## config.mk

```make
export PLATFORM = sky130hd
export DESIGN_NAME = dac_stream_out_flat
export DESIGN_NICKNAME = d
export VERILOG_FILES = /design/src/rtl/dac_stream_out_if.sv /design/src/rtl/dac_stream_out.sv /design/src/flat_wrapper.sv
export SDC_FILE = /design/constraint.sdc
export NUM_CORES = 1
export LEC_CHECK = 0
export BUFFER_PORTS_ARGS = -buffer_cell sky130_fd_sc_hd__buf_2
export CORE_MARGIN = 2
export CORE_UTILIZATION = 35
export DETAILED_ROUTE_END_ITERATION = 16
export GPL_TIMING_DRIVEN = 0
export RECOVER_POWER = 100
export SETUP_SLACK_MARGIN = 0.1
export SYNTH_ARGS = -nofsm -noshare
export SYNTH_HDL_FRONTEND = slang
export SYNTH_SLANG_ARGS = --single-unit
```

## constraint.sdc

```tcl
create_clock -name CLK -period 4.9 [get_ports CLK]
set_clock_uncertainty 0.2 [all_clocks]
set_input_delay 0.735 -clock CLK [delete_from_list [all_inputs] [get_ports CLK]]
set_output_delay 0.735 -clock CLK [all_outputs]
set_load 0.01 [all_outputs]
```

## src/rtl/dac_stream_out_if.sv

```systemverilog
// Sample handshake between the sample generator and the DAC output stage.
//   s_valid : producer has a sample on s_data
//   s_ready : consumer can accept a sample this cycle
//   s_data  : unsigned offset-binary sample
interface dac_stream_out_if;
  logic       s_valid;
  logic       s_ready;
  logic [7:0] s_data;

  modport master (output s_valid, output s_data, input s_ready);
  modport slave  (input s_valid, input s_data, output s_ready);
endinterface

```

## src/rtl/dac_stream_out.sv

```systemverilog
// Output stage driving an 8-bit parallel DAC. Samples arrive over a valid/ready
// handshake into a small FIFO. DAC_CLK is CLK divided by 2*DIV; one sample is
// popped per DAC_CLK period and DAC changes only as DAC_CLK falls, so the data
// is stable at the converter's rising-edge capture. An empty update slot holds
// DAC and sets a sticky underrun flag.
//   CLK, RESET      : system clock, synchronous active-high reset
//   s (slave)       : s_valid / s_ready / s_data sample handshake
//   enable          : run DAC_CLK and consume samples; freezes phase when low
//   clear_underrun  : one-cycle pulse clearing underrun (an empty slot wins)
//   DAC_CLK, DAC    : registered converter clock and data
//   underrun        : sticky empty-slot flag
//   level           : FIFO occupancy, 0..DEPTH
module dac_stream_out #(
  parameter int unsigned DIV       = 4,
  parameter int unsigned DEPTH     = 4,
  parameter logic [7:0]  IDLE_CODE = 8'h80
) (
  input  logic                   CLK,
  input  logic                   RESET,
  dac_stream_out_if.slave        s,
  input  logic                   enable,
  input  logic                   clear_underrun,
  output logic                   DAC_CLK,
  output logic [7:0]             DAC,
  output logic                   underrun,
  output logic [$clog2(DEPTH):0] level
);

  localparam int unsigned AW = $clog2(DEPTH);
  localparam int unsigned CW = $clog2(2 * DIV);

  localparam logic [CW-1:0] CntRise = CW'(DIV - 1);
  localparam logic [CW-1:0] CntLast = CW'(2 * DIV - 1);
  localparam logic [AW:0]   LvlFull = (AW + 1)'(DEPTH);

  logic [7:0]    mem_q [DEPTH];
  logic [AW-1:0] wr_ptr_q, rd_ptr_q;
  logic [AW:0]   level_q, level_d;
  logic          ready_q;
  logic [CW-1:0] cnt_q;
  logic          dac_clk_q;
  logic [7:0]    dac_q;
  logic          underrun_q;

  logic push, slot, pop;

  always_comb begin
    push    = s.s_valid & ready_q;
    slot    = enable & (cnt_q == CntLast);
    pop     = slot & (level_q != '0);
    level_d = level_q;
    unique case ({push, pop})
      2'b10:   level_d = level_q + 1'b1;
      2'b01:   level_d = level_q - 1'b1;
      default: level_d = level_q;
    endcase
  end

  always_ff @(posedge CLK) begin
    if (RESET) begin
      wr_ptr_q   <= '0;
      rd_ptr_q   <= '0;
      level_q    <= '0;
      ready_q    <= 1'b0;
      cnt_q      <= '0;
      dac_clk_q  <= 1'b0;
      dac_q      <= IDLE_CODE;
      underrun_q <= 1'b0;
    end else begin
      level_q <= level_d;
      // Registered from next-state level: ready stays low through reset and
      // a pop while full only frees a slot from the following cycle.
      ready_q <= (level_d != LvlFull);
      if (push) wr_ptr_q <= wr_ptr_q + 1'b1;
      if (pop) begin
        rd_ptr_q <= rd_ptr_q + 1'b1;
        dac_q    <= mem_q[rd_ptr_q];
      end
      if (enable) begin
        if (cnt_q == CntLast) begin
          cnt_q     <= '0;
          dac_clk_q <= 1'b0;
        end else begin
          cnt_q <= cnt_q + 1'b1;
          if (cnt_q == CntRise) dac_clk_q <= 1'b1;
        end
      end
      // An empty slot takes priority over a simultaneous clear.
      if (slot && !pop) begin
        underrun_q <= 1'b1;
      end else if (clear_underrun) begin
        underrun_q <= 1'b0;
      end
    end
  end

  // Storage needs no reset; pointers and level define validity.
  always_ff @(posedge CLK) begin
    if (push) mem_q[wr_ptr_q] <= s.s_data;
  end

  assign s.s_ready = ready_q;
  assign DAC_CLK   = dac_clk_q;
  assign DAC       = dac_q;
  assign underrun  = underrun_q;
  assign level     = level_q;

endmodule

```

## src/flat_wrapper.sv

```systemverilog
// flat-port wrapper written by rule: the top's interface ports become plain ports
module dac_stream_out_flat 
#(
  parameter int unsigned DIV       = 4,
  parameter int unsigned DEPTH     = 4,
  parameter logic [7:0]  IDLE_CODE = 8'h80
)
  (CLK, RESET, enable, clear_underrun, DAC_CLK, DAC, underrun, level, s_s_valid, s_s_data, s_s_ready);
  dac_stream_out_if s_i ();
  input  logic CLK;
  input  logic RESET;
  input  logic enable;
  input  logic clear_underrun;
  output logic DAC_CLK;
  output logic [7:0] DAC;
  output logic underrun;
  output logic [$clog2(DEPTH):0] level;
  input wire logic [$bits(s_i.s_valid)-1:0] s_s_valid;
  input wire logic [$bits(s_i.s_data)-1:0] s_s_data;
  output wire logic [$bits(s_i.s_ready)-1:0] s_s_ready;
  assign s_i.s_valid = s_s_valid;
  assign s_i.s_data = s_s_data;
  assign s_s_ready = s_i.s_ready;
  dac_stream_out #(.DIV(DIV), .DEPTH(DEPTH), .IDLE_CODE(IDLE_CODE)) u_core (.CLK(CLK), .RESET(RESET), .s(s_i), .enable(enable), .clear_underrun(clear_underrun), .DAC_CLK(DAC_CLK), .DAC(DAC), .underrun(underrun), .level(level));
endmodule
```

# ---- Yosys cells after proc, flatten, opt, wreduce, memory -nomap -nowiden
# Memories as Yosys holds them, arrays and structs flattened. A register that Yosys moved wholly into a read port is not among the register bits.
# Cells that the tools add are included.
dict set report totals {
  in_bits 13
  output_inout_bits 14
  memories 1
  reg_bits 13
  ramBits 32
}
dict set report op_classes {
  eq_ne 5
  muxes 8
  bitwise_logic 3
  add_sub_neg 5
  reduce_logical 6
}
# name depth width read_ports rd_clocked_by_memory_dff wr line_no
set memory_table {}
lappend memory_table {u_core.mem_q 4 8 1 1 1 dac_stream_out.sv:36} ;# logic [7:0] mem_q [DEPTH];
# cell n
set ops {}
lappend ops {{$add A3 B1 Y3 const B} 2}
lappend ops {{$mux W1} 6}
lappend ops {{$pmux W3 S2} 1}
lappend ops {{$add A2 B1 Y2 const B} 2}
lappend ops {{$reduce_bool A2 Y1} 2}
lappend ops {{$and A1 B1 Y1} 3}
lappend ops {{$eq A3 B2 Y1 const B} 1}
lappend ops {{$eq A3 B3 Y1 const B} 1}
lappend ops {{$mux W3} 1}
lappend ops {{$ne A3 B3 Y1 const B} 1}
lappend ops {{$reduce_bool A3 Y1} 1}
lappend ops {{$sub A3 B1 Y3 const B} 1}
lappend ops {{$eq A2 B1 Y1 const B} 1}
lappend ops {{$eq A2 B2 Y1 const B} 1}
lappend ops {{$reduce_and A2 Y1} 1}
lappend ops {{$logic_and A1 B1 Y1} 1}
lappend ops {{$logic_not A1 Y1} 1}

# ---- Logic depth before layout (Yosys ltp)
dict set report logic_depth {
  ltp_word 6
  ltp_mapped 10
}

# ---- Worst setup path before layout
# No wires, ideal clock.
dict set report synth_timing {
  kind {input port to flip-flop}
  start {in enable}
  end {reg u_core.ready_q, in the netlist u_core.s.s_ready}
  stages 9
  arrival_ps 2469
  setup_slack_ps 2115
  n_path_buf 1
  required_ps 4584
  setup_ps 116
  path_cell_list {buf_2 -> o311ai_4 -> inv_2 -> ha_1 -> inv_1 -> fa_1 -> xor2_1 -> or3_1 -> a31o_2}
}
dict set report synth_via {
  elab_chain_len 5
  word_cells_on_any_way 6
  cone_classes {3 x eq/ne; 1 x mux; 2 x bitwise}
}
# element line_no
set synth_lines {}
lappend synth_lines {{start: declaration} flat_wrapper.sv:12} ;# input logic enable;
lappend synth_lines {{$and A1 B1 Y1 *} dac_stream_out.sv:49} ;# slot = enable & (cnt_q == CntLast);
lappend synth_lines {{$and A1 B1 Y1 *} dac_stream_out.sv:50} ;# pop = slot & (level_q != '0);
lappend synth_lines {{named net u_core.pop} dac_stream_out.sv:45} ;# logic push, slot, pop;
lappend synth_lines {{$eq A2 B1 Y1 / $eq A2 B2 Y1 (equally long branches)} dac_stream_out.sv:52} ;# unique case ({push, pop})
lappend synth_lines {{$pmux W3 S2 *} dac_stream_out.sv:52}
lappend synth_lines {{$ne A3 B3 Y1 *} dac_stream_out.sv:73} ;# ready_q <= (level_d != LvlFull);
lappend synth_lines {{end signal: assignment} dac_stream_out.sv:73}
lappend synth_lines {{end: declaration} dac_stream_out.sv:39} ;# logic ready_q;
# Mark *: on every way through the listed nets, which the timed path passes. The rest lies on a longest branch.
# A chain may end at the register's enable or synchronous reset.

# ---- Worst setup path in the final report
dict set report layout_timing {
  start {reg u_core.cnt_q[0]}
  end {reg u_core.ready_q, in the netlist u_core.s.s_ready}
}
dict set report layout_via {
  elab_chain_len 6
  word_cells_on_any_way 7
  cone_classes {4 x eq/ne; 1 x mux; 2 x bitwise}
}
# element line_no
set layout_lines {}
lappend layout_lines {{start: declaration} dac_stream_out.sv:40} ;# logic [CW-1:0] cnt_q;
lappend layout_lines {{start signal: assignment} dac_stream_out.sv:84} ;# cnt_q <= cnt_q + 1'b1;
lappend layout_lines {{$eq A3 B3 Y1 *} dac_stream_out.sv:49}
lappend layout_lines {{$and A1 B1 Y1 *} dac_stream_out.sv:49}
lappend layout_lines {{$and A1 B1 Y1 *} dac_stream_out.sv:50}
lappend layout_lines {{named net u_core.pop} dac_stream_out.sv:45}
lappend layout_lines {{$eq A2 B1 Y1 / $eq A2 B2 Y1 (equally long branches)} dac_stream_out.sv:52}
lappend layout_lines {{$pmux W3 S2 *} dac_stream_out.sv:52}
lappend layout_lines {{$ne A3 B3 Y1 *} dac_stream_out.sv:73}
# Marked as above.

==> flow_summary.toml <==
[setup_path]
cp_common_cell = "ha_1"
crit_family = "adder cells"
worstPathCellList = "ha_1 > ha_1 > o311ai_0 > inv_1 > ha_1 > inv_1 > fa_1 > xor2_1 > or3_1 > a31o_2"
critPathMaxStageDelay_ns = 0.37
crit_buf_inv = 2
cp_max_fo = 10
worst_ep_required_time_ns = 4.92
start_kind = "flop"
crit_path_end_kind = "flop"
critPathKind = "flop to flop"
cp.arrival_ns = 3.15
crit_slowest_cell = "dfxtp_1"

[power_and_ir_drop]
irDropWorstVdd_uv = 227.7
p_total_uw = 819.2
power_density_mw_per_mm2 = 338.7
p_leak_uw = 0.0008119

[placement]
place.gp.congestion = 0.6870
io_buffers = 25
hpwlAfterDp_um = 2460

[yosys]
yosys_warnings = 0
ys_top_cells_by_area = "edfxtp_1, dfxtp_1, mux4_2"
synth_top_family_by_area = "multiplexers"
synth-xor-area-share = 0.01212
synth.largest_area_cell = "edfxtp_1"
async_flop_share = 0
synth_area_per_cell_um2 = 14.35
synthesis.instances = 151
yosys.area_share.simple = 0.08487
seq_area_frac_synth = 0.6374
yosys-top-cells-count = "edfxtp_1, dfxtp_1, nand2_1"
yosysUniqueCellTypes = 33
synth_compound_area_frac = 0.08545
synthAdderAreaFrac = 0.05543
synth_top_area_share = 0.4434
muxShareOfSynthArea = 0.08776
synth_seq_cells = 53
synth_fp_nets = 173
ys.flop_type = "edfxtp_1"
synth_most_common_cell = "edfxtp_1"
syn_area_mm2 = 0.002167
synth_edf_count = 32

[grt]
grt_max_degree = 20
grt_pass1_wl_um = 6085
overflow = 0
track_usage = 0.1257
grt_pass1_vias = 1211
antenna_found_initial = 0

[detailed_routing]
postRouteAntennaNets = 0
drtIter0Drc = 61
avgRoutedWirePerCell_um = 14.77
wl_um = 3826
viasPerCell = 4.749
drt_first_pass_iters = 4
drc = 0
vias = 1230

[finish]
area_growth_pct = 11.61
nNetsFinal = 205
final_layout_size_suffix_gt1_frac = 0.1739
antenna_cells = 0

[floorplanning]
fp.dieH_um = 82.69
die_w_um = 82.69
core-area_mm2 = 0.005956
io_pins = 27
initial_core_util = 0.3639
rows = 28
die-area_mm2 = 0.006837

[cts]
cts_resized = 0
htreeDepth = 2
cts.sinks = 53
clockBufferDepth = 2
clk_pin_slew_ns = 0.11
root_buffer = "clkbuf_8"
clk_latency_ns = 0.31
cts_buffers = 5
post_cts_buffers = 0
ctsHoldBuffers = 0
cts_tree = "yes"

[sta]
slew_viol_final = 0
hold_viol = 0
setup_violations = 0
finalCritPeriodShare = 0.6402
timing.fmax_ghz = 0.3188
slew_headroom = 0.5324
worst_slew_pin_slew_ns = 0.6926
period_needed_ns = 3.137
tns_ns = 0
rsz0062_at_grt = "no"

[flow_run]
drv_cap = 0

[worst_hold_path]
hold_path_class = "flop to flop"

[run_status]
status = "complete, no violations"
-- through the flow --
stage / area (um2) / std cells / util / hold slack, ns / setup WS, ns
2_1_floorplan: 2167 / 151 / - / 0.2492 / 2.115
3_3_place_gp: 2386 / 251 / 0.4006 / 0.2497 / 1.915
3_5_place_dp: 2386 / 251 / 0.4006 / 0.2520 / 1.915
4_1_cts: 2484 / 259 / 0.4170 / 0.2683 / 2.000
5_1_grt: 2419 / 259 / 0.4061 / 0.2999 / 1.536
6_report: 2419 / 259 / 0.4061 / 0.2675 / 1.763
-- worst register-to-register path: stages (launching register included) --
cell and delay (ns):
dfxtp_1 0.37, ha_1 0.18, ha_1 0.24, o311ai_0 0.27, inv_1 0.37, ha_1 0.25
inv_1 0.06, fa_1 0.37, xor2_1 0.16, or3_1 0.32, a31o_2 0.25
-- placed cells by master, fill, tap and decap left out, drive strengths merged --
cell type / n
nor3: 1
o311ai: 1
a31o: 1
clkinv: 1
mux4: 8
or3: 2
nand3b: 1
inv: 12
ha: 8
fa: 1
a21oi: 14
nand2: 20
clkbuf: 30
nand2b: 1
nand3: 1
and3: 4
nor2b: 1
mux2i: 1
edfxtp: 32
xor2: 2
o21ai: 2
a211oi: 3
a221oi: 1
buf: 6
a32oi: 1
dfxtp: 21
xnor2: 1
nor2: 7
-- state kept, by name (all words and copies together) (netlist names) --
register,count
u_core.DAC,8
u_core.DAC_CLK,1
u_core.cnt_q,3
u_core.level,3
u_core.mem_q,32
u_core.rd_ptr_q,2
u_core.s.s_ready,1
u_core.underrun,1
u_core.wr_ptr_q,2
-- layer usage --
layer	global-route usage	routed length, um
met1	0.1633	1784
met2	0.2040	1816
met3	0.02935	166
met4	0.04918	58
met5	0	0
-- layout make-up --
cell class              count  area, um2
inverters                  10      37.54
multi-input cells          82      669.4
clock inverters             3      28.78
fillers                   580       3537
repair buffers             25      96.34
flip-flops and latches     53       1381
plain buffers               6      42.54
well taps                  75      93.84
clock buffers               5      68.82
-- final timing paths --
path	slack [ns]	depth (start not counted)	startpoint	end
worst max-delay path	1.76	10	u_core.cnt_q[0]	u_core.s.s_ready
worst min-delay path	0.27	2	u_core.DAC[3]	u_core.DAC[3]
worst max register to register	1.76	10	u_core.cnt_q[0]	u_core.s.s_ready
worst min register to register	0.27	2	u_core.DAC[3]	u_core.DAC[3]
-- report_power, final --
part	switching (uW)	internal, uW
clock	159	107
sequential	9.73	490
combinational	31.5	21.7
-- cells by family after synthesis --
| group | Yosys count |
|---|---|
| buffers and inverters | 16 |
| XOR/XNOR | 3 |
| AND/OR/NAND/NOR | 38 |
| adder cells (fa/ha/maj) | 9 |
| AO/OA/AOI/OAI | 23 |
| flip-flops | 53 |
| multiplexers | 9 |
Power figures use the tool's default switching activity.
